$ cat config.mk
export PLATFORM = sky130hd
export DESIGN_NAME = mem_stage
export DESIGN_NICKNAME = d
export VERILOG_FILES = /design/src/rtl/mem_stage_pkg.sv /design/src/rtl/mem_stage_load_align.sv /design/src/rtl/mem_stage.sv
export SDC_FILE = /design/constraint.sdc
export NUM_CORES = 1
export LEC_CHECK = 0
export CORE_ASPECT_RATIO = 1.1
export CORE_MARGIN = 2
export CORE_UTILIZATION = 47
export DETAILED_ROUTE_END_ITERATION = 10
export PLACE_DENSITY = 0.82
export SETUP_SLACK_MARGIN = 0.02
export SKIP_CTS_REPAIR_TIMING = 1
export SLEW_MARGIN = 0
export SYNTH_ARGS = -nofsm -noshare
export SYNTH_HDL_FRONTEND = slang
export SYNTH_HIERARCHICAL = 1
export SYNTH_SLANG_ARGS = --single-unit
$ cat constraint.sdc
create_clock -name CLK -period 5.4 [get_ports CLK]
set_input_delay 0.54 -clock CLK [delete_from_list [all_inputs] [get_ports CLK]]
set_output_delay 0.54 -clock CLK [all_outputs]
set_load 0.005 [all_outputs]
$ cat src/rtl/mem_stage_pkg.sv
// Shared definitions for the memory-access stage.
// Contents: control_info bundle from decode, the stage FSM state type,
// memory funct3 encodings, and lane/strobe helpers used to build store
// requests and to detect misaligned accesses.
package mem_stage_pkg;

  localparam int unsigned XLEN   = 32;
  localparam int unsigned STRB_W = XLEN / 8;
  localparam int unsigned RD_W   = 5;

  // Memory access size/sign encodings (RISC-V funct3 style)
  localparam logic [2:0] F3_B  = 3'b000;
  localparam logic [2:0] F3_H  = 3'b001;
  localparam logic [2:0] F3_W  = 3'b010;
  localparam logic [2:0] F3_BU = 3'b100;
  localparam logic [2:0] F3_HU = 3'b101;

  typedef struct packed {
    logic [RD_W-1:0] rd;
    logic            load;
    logic            store;
    logic [2:0]      funct3;
    logic            branch;
  } control_info;

  typedef enum logic [1:0] {
    ST_IDLE,
    ST_REQ,
    ST_WAIT,
    ST_HOLD
  } mem_state_t;

  // Byte-lane write strobes for a store of the given size at byte offset off.
  function automatic logic [STRB_W-1:0] lane_strobe(input logic [2:0] f3,
                                                    input logic [1:0] off);
    logic [STRB_W-1:0] s;
    case (f3[1:0])
      2'b00:   s = 4'b0001 << off;
      2'b01:   s = 4'b0011 << off;
      default: s = '1;
    endcase
    return s;
  endfunction

  // Store data replicated across lanes so the strobes pick the right bytes.
  function automatic logic [XLEN-1:0] store_lanes(input logic [2:0]      f3,
                                                  input logic [XLEN-1:0] d);
    logic [XLEN-1:0] r;
    case (f3[1:0])
      2'b00:   r = {4{d[7:0]}};
      2'b01:   r = {2{d[15:0]}};
      default: r = d;
    endcase
    return r;
  endfunction

  function automatic logic is_misaligned(input logic [2:0] f3,
                                         input logic [1:0] off);
    logic m;
    case (f3[1:0])
      2'b01:   m = off[0];
      2'b10:   m = (off != 2'b00);
      default: m = 1'b0;
    endcase
    return m;
  endfunction

endpackage

$ cat src/rtl/mem_stage_load_align.sv
// Load data alignment: selects the addressed byte/half from the returned
// memory word and sign- or zero-extends it according to the load type.
// Ports: rdata (memory word), offset (byte address [1:0]),
//        funct3 (load type), data (extended 32-bit result).
module mem_stage_load_align
  import mem_stage_pkg::*;
(
  input  logic [XLEN-1:0] rdata,
  input  logic [1:0]      offset,
  input  logic [2:0]      funct3,
  output logic [XLEN-1:0] data
);

  logic [7:0]  byte_sel;
  logic [15:0] half_sel;

  always_comb begin
    case (offset)
      2'd0:    byte_sel = rdata[7:0];
      2'd1:    byte_sel = rdata[15:8];
      2'd2:    byte_sel = rdata[23:16];
      default: byte_sel = rdata[31:24];
    endcase
    half_sel = offset[1] ? rdata[31:16] : rdata[15:0];

    case (funct3)
      F3_B:    data = {{24{byte_sel[7]}}, byte_sel};
      F3_H:    data = {{16{half_sel[15]}}, half_sel};
      F3_BU:   data = {24'b0, byte_sel};
      F3_HU:   data = {16'b0, half_sel};
      default: data = rdata;
    endcase
  end

endmodule

$ cat src/rtl/mem_stage.sv
// Memory-access stage between execute and writeback.
// Accepts an instruction (CTR_INFO/EXEC_RD/ADDRESS/STORE_DATA) over an
// IN_VALID/IN_READY handshake, performs loads/stores on a req/gnt/rvalid
// data-memory port, and presents a registered writeback bundle
// (WB_ENABLE/WB_RD/WB_DATA/MISALIGNED) over OUT_VALID/OUT_READY.
// Misaligned accesses issue no memory request and complete with
// MISALIGNED=1, WB_ENABLE=0, WB_DATA=0.
module mem_stage
  import mem_stage_pkg::*;
#(
  parameter int unsigned MEM_AW = 30
) (
  input  logic              CLK,
  input  logic              RST,
  input  logic              IN_VALID,
  output logic              IN_READY,
  input  control_info       CTR_INFO,
  input  logic [31:0]       EXEC_RD,
  input  logic [31:0]       ADDRESS,
  input  logic [31:0]       STORE_DATA,
  output logic              MEM_REQ,
  output logic              MEM_WE,
  output logic [MEM_AW-1:0] MEM_ADDR,
  output logic [3:0]        MEM_WSTRB,
  output logic [31:0]       MEM_WDATA,
  input  logic              MEM_GNT,
  input  logic              MEM_RVALID,
  input  logic [31:0]       MEM_RDATA,
  output logic              OUT_VALID,
  input  logic              OUT_READY,
  output logic              WB_ENABLE,
  output logic [4:0]        WB_RD,
  output logic [31:0]       WB_DATA,
  output logic              MISALIGNED
);

  mem_state_t        state_q, state_d;
  control_info       ctr_q, ctr_d;
  logic [31:0]       exec_rd_q, exec_rd_d;
  logic [1:0]        off_q, off_d;
  logic              mem_req_q, mem_req_d;
  logic              mem_we_q, mem_we_d;
  logic [MEM_AW-1:0] mem_addr_q, mem_addr_d;
  logic [3:0]        mem_wstrb_q, mem_wstrb_d;
  logic [31:0]       mem_wdata_q, mem_wdata_d;
  logic              out_valid_q, out_valid_d;
  logic              wb_enable_q, wb_enable_d;
  logic [4:0]        wb_rd_q, wb_rd_d;
  logic [31:0]       wb_data_q, wb_data_d;
  logic              misaligned_q, misaligned_d;

  logic        accept;
  logic        mem_op;
  logic        mis;
  logic        load_wb_en;
  logic [31:0] load_value;

  mem_stage_load_align u_load_align (
    .rdata  (MEM_RDATA),
    .offset (off_q),
    .funct3 (ctr_q.funct3),
    .data   (load_value)
  );

  assign IN_READY = (state_q == ST_IDLE) || ((state_q == ST_HOLD) && OUT_READY);

  always_comb begin
    state_d      = state_q;
    ctr_d        = ctr_q;
    exec_rd_d    = exec_rd_q;
    off_d        = off_q;
    mem_req_d    = mem_req_q;
    mem_we_d     = mem_we_q;
    mem_addr_d   = mem_addr_q;
    mem_wstrb_d  = mem_wstrb_q;
    mem_wdata_d  = mem_wdata_q;
    out_valid_d  = out_valid_q;
    wb_enable_d  = wb_enable_q;
    wb_rd_d      = wb_rd_q;
    wb_data_d    = wb_data_q;
    misaligned_d = misaligned_q;

    accept     = IN_VALID && IN_READY;
    mem_op     = CTR_INFO.load || CTR_INFO.store;
    mis        = mem_op && is_misaligned(CTR_INFO.funct3, ADDRESS[1:0]);
    load_wb_en = ctr_q.load && (ctr_q.rd != '0) && !ctr_q.branch;

    case (state_q)
      ST_REQ: begin
        if (MEM_GNT) begin
          mem_req_d = 1'b0;
          if (ctr_q.store) begin
            state_d     = ST_HOLD;
            out_valid_d = 1'b1;
            wb_enable_d = 1'b0;
            wb_data_d   = exec_rd_q;
          end else if (MEM_RVALID) begin
            state_d     = ST_HOLD;
            out_valid_d = 1'b1;
            wb_enable_d = load_wb_en;
            wb_data_d   = load_value;
          end else begin
            state_d = ST_WAIT;
          end
        end
      end
      ST_WAIT: begin
        if (MEM_RVALID) begin
          state_d     = ST_HOLD;
          out_valid_d = 1'b1;
          wb_enable_d = load_wb_en;
          wb_data_d   = load_value;
        end
      end
      ST_HOLD: begin
        if (OUT_READY) begin
          state_d     = ST_IDLE;
          out_valid_d = 1'b0;
        end
      end
      default: ;
    endcase

    // A new accept (from IDLE, or from HOLD while the bundle drains)
    // overrides the drain transition above, so back-to-back has no bubble.
    if (accept) begin
      ctr_d        = CTR_INFO;
      exec_rd_d    = EXEC_RD;
      off_d        = ADDRESS[1:0];
      wb_rd_d      = CTR_INFO.rd;
      misaligned_d = 1'b0;
      if (mem_op && !mis) begin
        state_d     = ST_REQ;
        out_valid_d = 1'b0;
        mem_req_d   = 1'b1;
        mem_we_d    = CTR_INFO.store;
        mem_addr_d  = ADDRESS[MEM_AW+1:2];
        mem_wstrb_d = CTR_INFO.store ? lane_strobe(CTR_INFO.funct3, ADDRESS[1:0]) : '0;
        mem_wdata_d = store_lanes(CTR_INFO.funct3, STORE_DATA);
      end else begin
        state_d      = ST_HOLD;
        out_valid_d  = 1'b1;
        misaligned_d = mis;
        wb_enable_d  = (CTR_INFO.rd != '0) && !CTR_INFO.store && !CTR_INFO.branch && !mis;
        wb_data_d    = mis ? '0 : EXEC_RD;
      end
    end
  end

  always_ff @(posedge CLK or posedge RST) begin
    if (RST) begin
      state_q      <= ST_IDLE;
      ctr_q        <= '0;
      exec_rd_q    <= '0;
      off_q        <= '0;
      mem_req_q    <= 1'b0;
      mem_we_q     <= 1'b0;
      mem_addr_q   <= '0;
      mem_wstrb_q  <= '0;
      mem_wdata_q  <= '0;
      out_valid_q  <= 1'b0;
      wb_enable_q  <= 1'b0;
      wb_rd_q      <= '0;
      wb_data_q    <= '0;
      misaligned_q <= 1'b0;
    end else begin
      state_q      <= state_d;
      ctr_q        <= ctr_d;
      exec_rd_q    <= exec_rd_d;
      off_q        <= off_d;
      mem_req_q    <= mem_req_d;
      mem_we_q     <= mem_we_d;
      mem_addr_q   <= mem_addr_d;
      mem_wstrb_q  <= mem_wstrb_d;
      mem_wdata_q  <= mem_wdata_d;
      out_valid_q  <= out_valid_d;
      wb_enable_q  <= wb_enable_d;
      wb_rd_q      <= wb_rd_d;
      wb_data_q    <= wb_data_d;
      misaligned_q <= misaligned_d;
    end
  end

  assign MEM_REQ    = mem_req_q;
  assign MEM_WE     = mem_we_q;
  assign MEM_ADDR   = mem_addr_q;
  assign MEM_WSTRB  = mem_wstrb_q;
  assign MEM_WDATA  = mem_wdata_q;
  assign OUT_VALID  = out_valid_q;
  assign WB_ENABLE  = wb_enable_q;
  assign WB_RD      = wb_rd_q;
  assign WB_DATA    = wb_data_q;
  assign MISALIGNED = misaligned_q;

endmodule

# Word level (Yosys, flattened, before mapping)
# Cells that the tools add are included.
[totals] register_bits=150 word_cells=98
[op_classes] n_shift=2 mux=40 reduce_logical=26 n_eq_ne=13
[op_table] op="$mux W32" n=6
[op_table] op="$pmux W32 S2" n=2
[op_table] op="$pmux W32 S4" n=1
[op_table] op="$pmux W8 S3" n=1
[op_table] op="$mux W1" n=18
[op_table] op="$mux W16" n=1
[op_table] op="$mux W2" n=5
[op_table] op="$reduce_bool A5 Y1" n=2
[op_table] op="$logic_and A1 B1 Y1" n=9
[op_table] op="$ne A3 B3 Y1 const B" n=3
[op_table] op="$eq A2 B2 Y1 const B" n=4
[op_table] op="$pmux W4 S2" n=1
[op_table] op="$eq A2 B1 Y1 const B" n=3
[op_table] op="$eq A3 B3 Y1 const B" n=2
[op_table] op="$logic_not A2 Y1" n=3
[op_table] op="$pmux W2 S3" n=1
[op_table] op="$logic_not A1 Y1" n=4
[op_table] op="$mux W4" n=1
[op_table] op="$pmux W1 S2" n=2
[op_table] op="$reduce_and A4 Y1" n=1
[op_table] op="$reduce_bool A4 Y1" n=1
[op_table] op="$shl A1 B2 Y4 const A" n=1
[op_table] op="$shl A2 B2 Y4 const A" n=1
[op_table] op="$eq A3 B1 Y1 const B" n=1
[op_table] op="other kinds (6)" n=7

# Logic depth before layout (Yosys ltp)
[logic_depth] word_depth=9 depth_mapped=10 ltp_nobuf=8

# Cells and area by module
# The synthesis kept the hierarchy.
[modules_own_cells] mod="mem_stage" seq_area_each_um2=3753.6 instances=1 area_each_um2=7024.2 cells_per_inst=648
[modules_own_cells] mod="mem_stage_load_align" seq_area_each_um2=0.0 instances=1 area_each_um2=723.2 cells_per_inst=131

# Least setup slack after synthesis
# No wires, ideal clock.
[synth_timing] path_kind="input to register" start="in CTR_INFO[2] (netlist bit)" end="reg mem_wdata_q[16], in the netlist MEM_WDATA[16]" path_stages=7 arrival_time_ns=2.204 setup_time_ns=0.127 t_required_ns=5.273 n_path_buf=2 setup_slack_ns=3.068 path_cell_list="inv_1 -> ha_1 -> buf_2 -> nor2_1 -> clkbuf_1 -> mux2_2 -> mux2_1"
[synth_between] elab_chain_len=6 word_cells_on_any_way=9
[synth_rtl] element="from (decl)" line_no="mem_stage.sv:17" text="input control_info CTR_INFO,"
[synth_rtl] element="$eq A2 B2 Y1 / $eq A2 B1 Y1 (equally long branches)" line_no="mem_stage_pkg.sv:60, mem_stage_pkg.sv:49"
[synth_rtl] element="$pmux W1 S2" line_no="mem_stage_pkg.sv:60" text="case (f3[1:0])"
[synth_rtl] element="$logic_and A1 B1 Y1" line_no="mem_stage.sv:85" text="mis = mem_op && is_misaligned(CTR_INFO.funct3, ADDRESS[1:0]);"
[synth_rtl] element="$logic_not A1 Y1" line_no="mem_stage.sv:132" text="if (mem_op && !mis) begin"
[synth_rtl] element="$logic_and A1 B1 Y1" line_no="mem_stage.sv:132"
[synth_rtl] element="$reduce_and A2 Y1 (no line)"
[synth_rtl] element="to (signal assigned)" line_no="mem_stage.sv:175" text="mem_wdata_q <= mem_wdata_d;"
[synth_rtl] element="to (decl)" line_no="mem_stage.sv:45" text="logic [31:0] mem_wdata_q, mem_wdata_d;"
# Parallel ways exist; a longest one is shown, timed or not.
# A chain may end at the register's enable or synchronous reset.

# Final worst setup path
[layout_timing] start="reg off_q[1]" end="reg wb_data_q[17], in the netlist WB_DATA[17]"
[layout_between] elab_chain_len=9 word_cells_on_any_way=12
[layout_rtl] element="from (decl)" line_no="mem_stage.sv:40" text="logic [1:0] off_q, off_d;"
[layout_rtl] element="from (signal assigned)" line_no="mem_stage.sv:155" text="off_q <= '0;"
[layout_rtl] element="from (signal assigned)" line_no="mem_stage.sv:170" text="off_q <= off_d;"
[layout_rtl] element="$eq A2 B2 Y1 (tied with other cells)" line_no="mem_stage_load_align.sv:18" text="case (offset)"
[layout_rtl] element="$pmux W8 S3" line_no="mem_stage_load_align.sv:18"
[layout_rtl] element="$pmux W32 S4 *" line_no="mem_stage_load_align.sv:26" text="case (funct3)"
[layout_rtl] element="net load_value[17]" line_no="mem_stage.sv:56" text="logic [31:0] load_value;"
[layout_rtl] element="$mux W32 *" line_no="mem_stage.sv:97, mem_stage.sv:108"
[layout_rtl] element="$mux W32" line_no="mem_stage.sv:92" text="if (ctr_q.store) begin"
[layout_rtl] element="$mux W32" line_no="mem_stage.sv:90" text="if (MEM_GNT) begin"
[layout_rtl] element="$pmux W32 S2 *" line_no="mem_stage.sv:88" text="case (state_q)"
[layout_rtl] element="$mux W32" line_no="mem_stage.sv:132"
[layout_rtl] element="$mux W32 *" line_no="mem_stage.sv:126" text="if (accept) begin"
[layout_rtl] element="net wb_data_d[17]" line_no="mem_stage.sv:49" text="logic [31:0] wb_data_q, wb_data_d;"
[layout_rtl] element="to (signal assigned)" line_no="mem_stage.sv:179" text="wb_data_q <= wb_data_d;"
[layout_rtl] element="to (decl)" line_no="mem_stage.sv:49"
# The timed path passes the listed nets; every way through them passes the cells marked *.

==> results.json <==
{
  "status": "finished, final reports clean",
  "end_kind": "flip-flop",
  "synth_nets": 932,
  "leakage_nw": 4.75,
  "rows": 49,
  "clk_path_buf_depth": 2,
  "crit_type": "reg -> reg",
  "die_w_um": 126,
  "vias": 7061,
  "wire_per_inst_um": 19.6,
  "grt_pass1_vias": 7166,
  "clock-root-buffer": "clkbuf_16",
  "syn_inst": 779,
  "layout-drive-gt1-share_pct": 12.0,
  "core_mm2": 0.0162,
  "tns_ns": 0,
  "wl_met2_um": 11200,
  "finalWirelength_um": 23800,
  "clk-insertion-delay-late_ns": 0.42,
  "rsz0062_at_grt": "no",
  "mappedNetlistArea_mm2": 0.00775,
  "cts_max_level": 4,
  "hold_viol_final": 0,
  "postRouteAntennaNets": 0,
  "worst-path-max-fanout": 25,
  "dr_wl_met3_um": 2650,
  "drt_iter0_drc": 853,
  "grt_pass1_wl_um": 37700,
  "final-max-slew-violation-count": 0,
  "path_clk_slew_ns": 0.07,
  "globalplace.congestion": 0.930,
  "fmax_ghz": 0.317,
  "syn_avg_cell_area_um2": 9.95,
  "finalClockSkew_ns": 0.00941,
  "worst_setup_path_start_kind": "flip-flop",
  "synth_flop_cell": "dfrtp_1",
  "start_util_pct": 47.7,
  "grtUsageTotal_pct": 26.9,
  "numPortBuffers": 253,
  "yosys.cell_types.count": 44,
  "fill_cells": 1253,
  "worstPathRequired_ns": 5.68,
  "viasPerCell": 5.81,
  "yosysSeqAreaShare_pct": 48.4,
  "diodes": 0,
  "syn_to_final_growth_pct": 41.1,
  "nets": 1151,
  "setup_viol": 0,
  "dp_hpwl_um": 15800,
  "worstPathArrival_ns": 3.44,
  "ir_drop_uv": 290,
  "io_pins": 254,
  "worst_slew_margin_rel_pct": 10.8,
  "wl_met1_um": 9270,
  "synth_edf_count": 0,
  "dr.pass1.iters": 8,
  "async_flop_share_pct": 100,
  "fin_crit_ns": 3.16,
  "yosys_warnings": 6,
  "finalWorstSetupSlack_ns": 2.24,
  "cts_buffers": 17,
  "die_y_um": 139,
  "clock-sinks": 150,
  "floorplan.die_area_mm2": 0.0175,
  "tightest_slew_ns": 1.34,
  "antenna_found_initial": 0,
  "topRoutingLayerUsed": "met4",
  "maxCapViolCount": 0,
  "min_path_type": "reg -> reg",
  "power.density_mw_per_mm2": 545,
  "drc": 0,
  "ys_ff_latch": 150,
  "finalCritPeriodShare_pct": 58.5,
  "pre_cts_ws_ns": 2.13,
  "tritoncts": "built",
  "grt_overflow": 0,
  "grt_max_degree": 66
}
power breakdown:
group / switching, mW / total (mW) / leakage, nW / internal (mW)
Combinational: 1.22 / 2.67 / 2.59 / 1.45
Clock: 0.501 / 1.28 / 0.295 / 0.779
Sequential: 0.360 / 2.00 / 1.86 / 1.64
cell usage after synthesis, types with 5 or more instances:
cell | number | area (µm²)
a221o_1 | 8 | 80.1
a222oi_1 | 31 | 310
a22o_1 | 12 | 105
a22oi_1 | 16 | 120
buf_2 | 13 | 65.1
buf_4 | 6 | 45.0
buf_6 | 5 | 56.3
clkbuf_1 | 37 | 139
dfrtp_1 | 150 | 3750
ha_1 | 8 | 100
inv_1 | 19 | 71.3
mux2_1 | 30 | 338
mux2_2 | 72 | 811
nand2_1 | 195 | 732
nand2b_1 | 11 | 68.8
nand3_1 | 12 | 60.1
nor2_1 | 12 | 45.0
nor2b_1 | 22 | 138
o21ai_0 | 67 | 335
o21ai_1 | 10 | 50.1
sequential cells by signal (all words and copies together) (netlist names), 2 cells and up:
name       flops
MEM_ADDR      30
MEM_WDATA     32
MEM_WSTRB      4
WB_DATA       32
WB_RD          5
ctr_q          6
exec_rd_q     32
off_q          2
state_q        2
kinds of logic (layout without fill, tap and decap cells):
logic type | after synthesis | in the layout | synth area share (%)
and+or+nand+nor | 267 | 267 | 14.9
AOI/OAI and AO/OA | 167 | 167 | 15.1
DFF | 150 | 150 | 48.4
muxes | 106 | 106 | 15.3
buffers and inverters | 81 | 313 | 4.91
adders and majority gates | 8 | 8 | 1.29
layout make-up:
type	instances	area [µm²]	area share [%]
Sequential cell	150	3750	34.3
Timing Repair Buffer	262	2590	23.7
Clock inverter	14	198	1.81
Inverter	19	76.3	0.698
Multi-Input combinational cell	548	3620	33.1
Clock buffer	18	429	3.93
Tap cell	204	255	2.34
cells in the final DEF, fill, tap and decap left out, types with 3 or more instances in the layout:
cell type / n
clkdlybuf4s50_1: 252
nand2_1: 195
dfrtp_1: 150
mux2_2: 72
o21ai_0: 67
a222oi_1: 31
mux2_1: 30
nor2b_1: 22
inv_1: 18
clkbuf_16: 17
a22oi_1: 16
a22o_1: 12
nand3_1: 12
nor2_1: 11
nand2b_1: 11
o21ai_1: 9
buf_4: 9
ha_1: 8
a221o_1: 8
a21oi_1: 4
nor3_1: 4
inv_6: 4
mux2i_1: 4
bufinv_16: 4
clkinvlp_4: 4
a21o_1: 3
worst paths after layout:
| path | cells after the start | endpoint | startpoint | slack (ns) |
|---|---|---|---|---|
| max | 6 | WB_DATA[17] | off_q[1] | 2.24 |
| min | 2 | exec_rd_q[20] | exec_rd_q[20] | 0.48 |
| max reg2reg | 6 | WB_DATA[17] | off_q[1] | 2.24 |
| min reg2reg | 2 | exec_rd_q[20] | exec_rd_q[20] | 0.48 |
| max in group asynchronous | 3 | MEM_WDATA[8] | RST | 3.77 |
| min in group asynchronous | 2 | WB_DATA[3] | RST | 0.58 |
worst max-delay path, cell delays in order, from the launching register on:
cell	delay [ns]
dfrtp_1	0.78
o21ai_0	0.21
a31oi_1	0.95
o21ai_0	0.31
mux2_2	0.33
a222oi_1	0.29
o21ai_0	0.15
routing by layer:
layer	GRT usage, %	vias to the layer above
met5	0	-
met4	11.2	0
met3	9.49	51
met2	42.2	445
met1	33.8	3378
li1	-	3187
metrics by stage:
stage               hold WS [ns]  util, %  std cells  total power [mW]  area [µm²]
floorplan                  0.447        -        779              3.40        7750
global placement           0.458     63.4       1183              4.56       10300
detailed placement         0.463     63.4       1183              4.64       10300
CTS                        0.478     67.3       1215              5.96       10900
global route               0.506     67.3       1215              6.31       10900
finish                     0.476     67.3       1215              5.95       10900
(Power assumes the default switching activity.)
==> edit: new RTL, config.mk and constraints unchanged <==
Encoding of `mem_state_t`: now one-hot (4 bits for 4 states).
--- a/src/rtl/mem_stage_pkg.sv
+++ b/src/rtl/mem_stage_pkg.sv
@@ -23,11 +23,11 @@
     logic            branch;
   } control_info;
 
-  typedef enum logic [1:0] {
-    ST_IDLE,
-    ST_REQ,
-    ST_WAIT,
-    ST_HOLD
+  typedef enum logic [3:0] {
+    ST_IDLE = 4'b0001,
+    ST_REQ  = 4'b0010,
+    ST_WAIT = 4'b0100,
+    ST_HOLD = 4'b1000
   } mem_state_t;
 
   // Byte-lane write strobes for a store of the given size at byte offset off.
Formal check against the unedited RTL: same outputs for any inputs over 4 cycles, from zero or initial values and one cycle with RST high; so few cycles prove little.
==> edit against the original RTL <==
Power fell by 0.88%; maximum frequency down 2.4%; sequential cell count up 2; design area grew 0.58%; non-clock buffer count down 2; synthesized area increased by 1.8%; clock power is 5% lower; routed wire length up 4.6%; setup slack worse by 0.079 ns; critical path type is now in2reg; clock skew hardly changed.
==> edit: results (changes against the original RTL) <==
worst_setup_path:
  reg2reg_from: "state_q[0]$_DFFE_PP1P_"  # was off_q[1]$_DFFE_PP0P_
  startpoint: "CTR_INFO[2]"  # was off_q[1]$_DFFE_PP0P_
  cp.arrival_ns: 3.54  # was 3.44 ns
  r2r_end: "MEM_WDATA[2]$_DFFE_PP0P_"  # was WB_DATA[17]$_DFF_PP0_
  r2r_cells: 4  # was 6
  reg2reg_setup_slack_ns: 2.42  # was 2.24 ns
  crit_fanout: 27  # was 25
power:
  peakVddDrop_v: 0.000321  # was 0.000290 V
  leakage_nw: 4.89  # was 4.75 nW
drt:
  via_per_inst: 5.88  # was 5.81
  first_pass_iters: 6  # was 8
  wl_per_cell_um: 20.3  # was 19.6 um
  drt-initial-drc-count: 747  # was 853
clock_network:
  h-tree-depth: 4  # unchanged
  path_clk_slew_ns: 0.07  # about the same
hold_path:
  min_to: "ctr_q[0]$_DFFE_PP0N_"  # was exec_rd_q[20]$_DFFE_PP0P_
  worst_hold_path_type: "reg2reg"  # unchanged
  min_path_cells: 2  # unchanged
  hp-start: "ctr_q[0]$_DFFE_PP0N_"  # was exec_rd_q[20]$_DFFE_PP0P_
placed_design:
  place.gp.congestion: 0.880  # was 0.930
  hpwl_um: 17300  # was 15800 um
  portBuffers: 253  # unchanged
outcome:
  status: "completed"  # unchanged
sta:
  skew_ns: 0.00977  # was 0.00941 ns
  setup_viol: 0  # unchanged
  slew_headroom_pct: 29.3  # was 10.8%
logic_synthesis:
  synthDistinctLibCells: 49  # was 44
  yosys_warnings: 6  # unchanged
  synthTopCellsByCount: "nand2_1 (174), dfrtp_1 (151), o21ai_0 (72)"  # was nand2_1 (195), dfrtp_1 (150), mux2_2 (72)
  synthTopCellsByArea: "dfrtp_1 (48%), nand2_1 (8.3%), mux2i_1 (5.5%), mux2_2 (5.4%), a22o_1 (5.3%)"  # was dfrtp_1 (48%), mux2_2 (10%), nand2_1 (9.4%), mux2_1 (4.4%), o21ai_0 (4.3%)
  synth_nets: 948  # was 932
  seq_area_frac_synth_pct: 48.3  # was 48.4%
cells_and_area:
  drive_gt1_share_pct: 8.98  # was 12.0%
  diodes: 0  # unchanged
  nets: 1159  # was 1151
grt:
  grt_pass1_vias: 7165  # was 7166
  grt_max_degree: 109  # was 66
  grt_pass1_wl_um: 38700  # was 37700 um
  grt_usage_pct: 27.8  # was 26.9%
-- edit: changes by cell type in the layout (fill, tap and decap cells not counted), sizes merged, moves of 10 or more --
cell | before | now
mux2i | 4 | 43
nor2 | 12 | 47
a22o | 12 | 48
inv | 23 | 13
nand2 | 196 | 175
a222oi | 31 | 0
a221o | 8 | 40
mux2 | 102 | 48
-- edit: final cells by class --
cell class,instances,area [sq um]
multi-input combinational,573,3730
clock buffer,18,429
inverter,7,31.3
tap,204,255
timing repair buffer,260,2580
sequential,152,3800
fill,1241,5380
clock inverter,14,163
-- edit: critical path, stage by stage --
cell and delay [ns]:
clkdlybuf4s50_1 0.50, inv_1 0.09, ha_1 0.34, o211ai_1 0.28, nand3_1 0.59, or2_1 0.77, mux2_2 0.42
-- edit: power by group --
group	internal [mW]	switching, mW	leakage [nW]	total [mW]
Sequential	1.69	0.431	1.89	2.12
Combinational	1.49	1.08	2.71	2.56
Clock	0.693	0.520	0.288	1.21
-- edit: metal layers --
layer	vias up	global-route usage, %	share of wire [%]
li1	3259	-	-
met1	3469	35.7	38
met2	441	44.5	48
met3	46	9.15	12
met4	0	9.14	2.4
met5	-	0	0
-- edit: metrics by stage --
step                cell area, sq um  setup slack (ns)  cells  hold slack (ns)
floorplan                       7890             0.769    800            0.441
global placement               10400              1.86   1196            0.454
detailed placement             10400              1.74   1196            0.458
CTS                            11000              2.18   1228            0.474
global route                   11000              1.97   1228            0.495
finish                         11000              2.16   1228            0.471
-- edit: cells by family after synthesis --
kind of cell    synth area share, %
buf+inv                        4.90
simple gates                   15.3
fa+ha+maj                     0.476
flops                          48.3
compound gates                 18.7
mux                            12.3
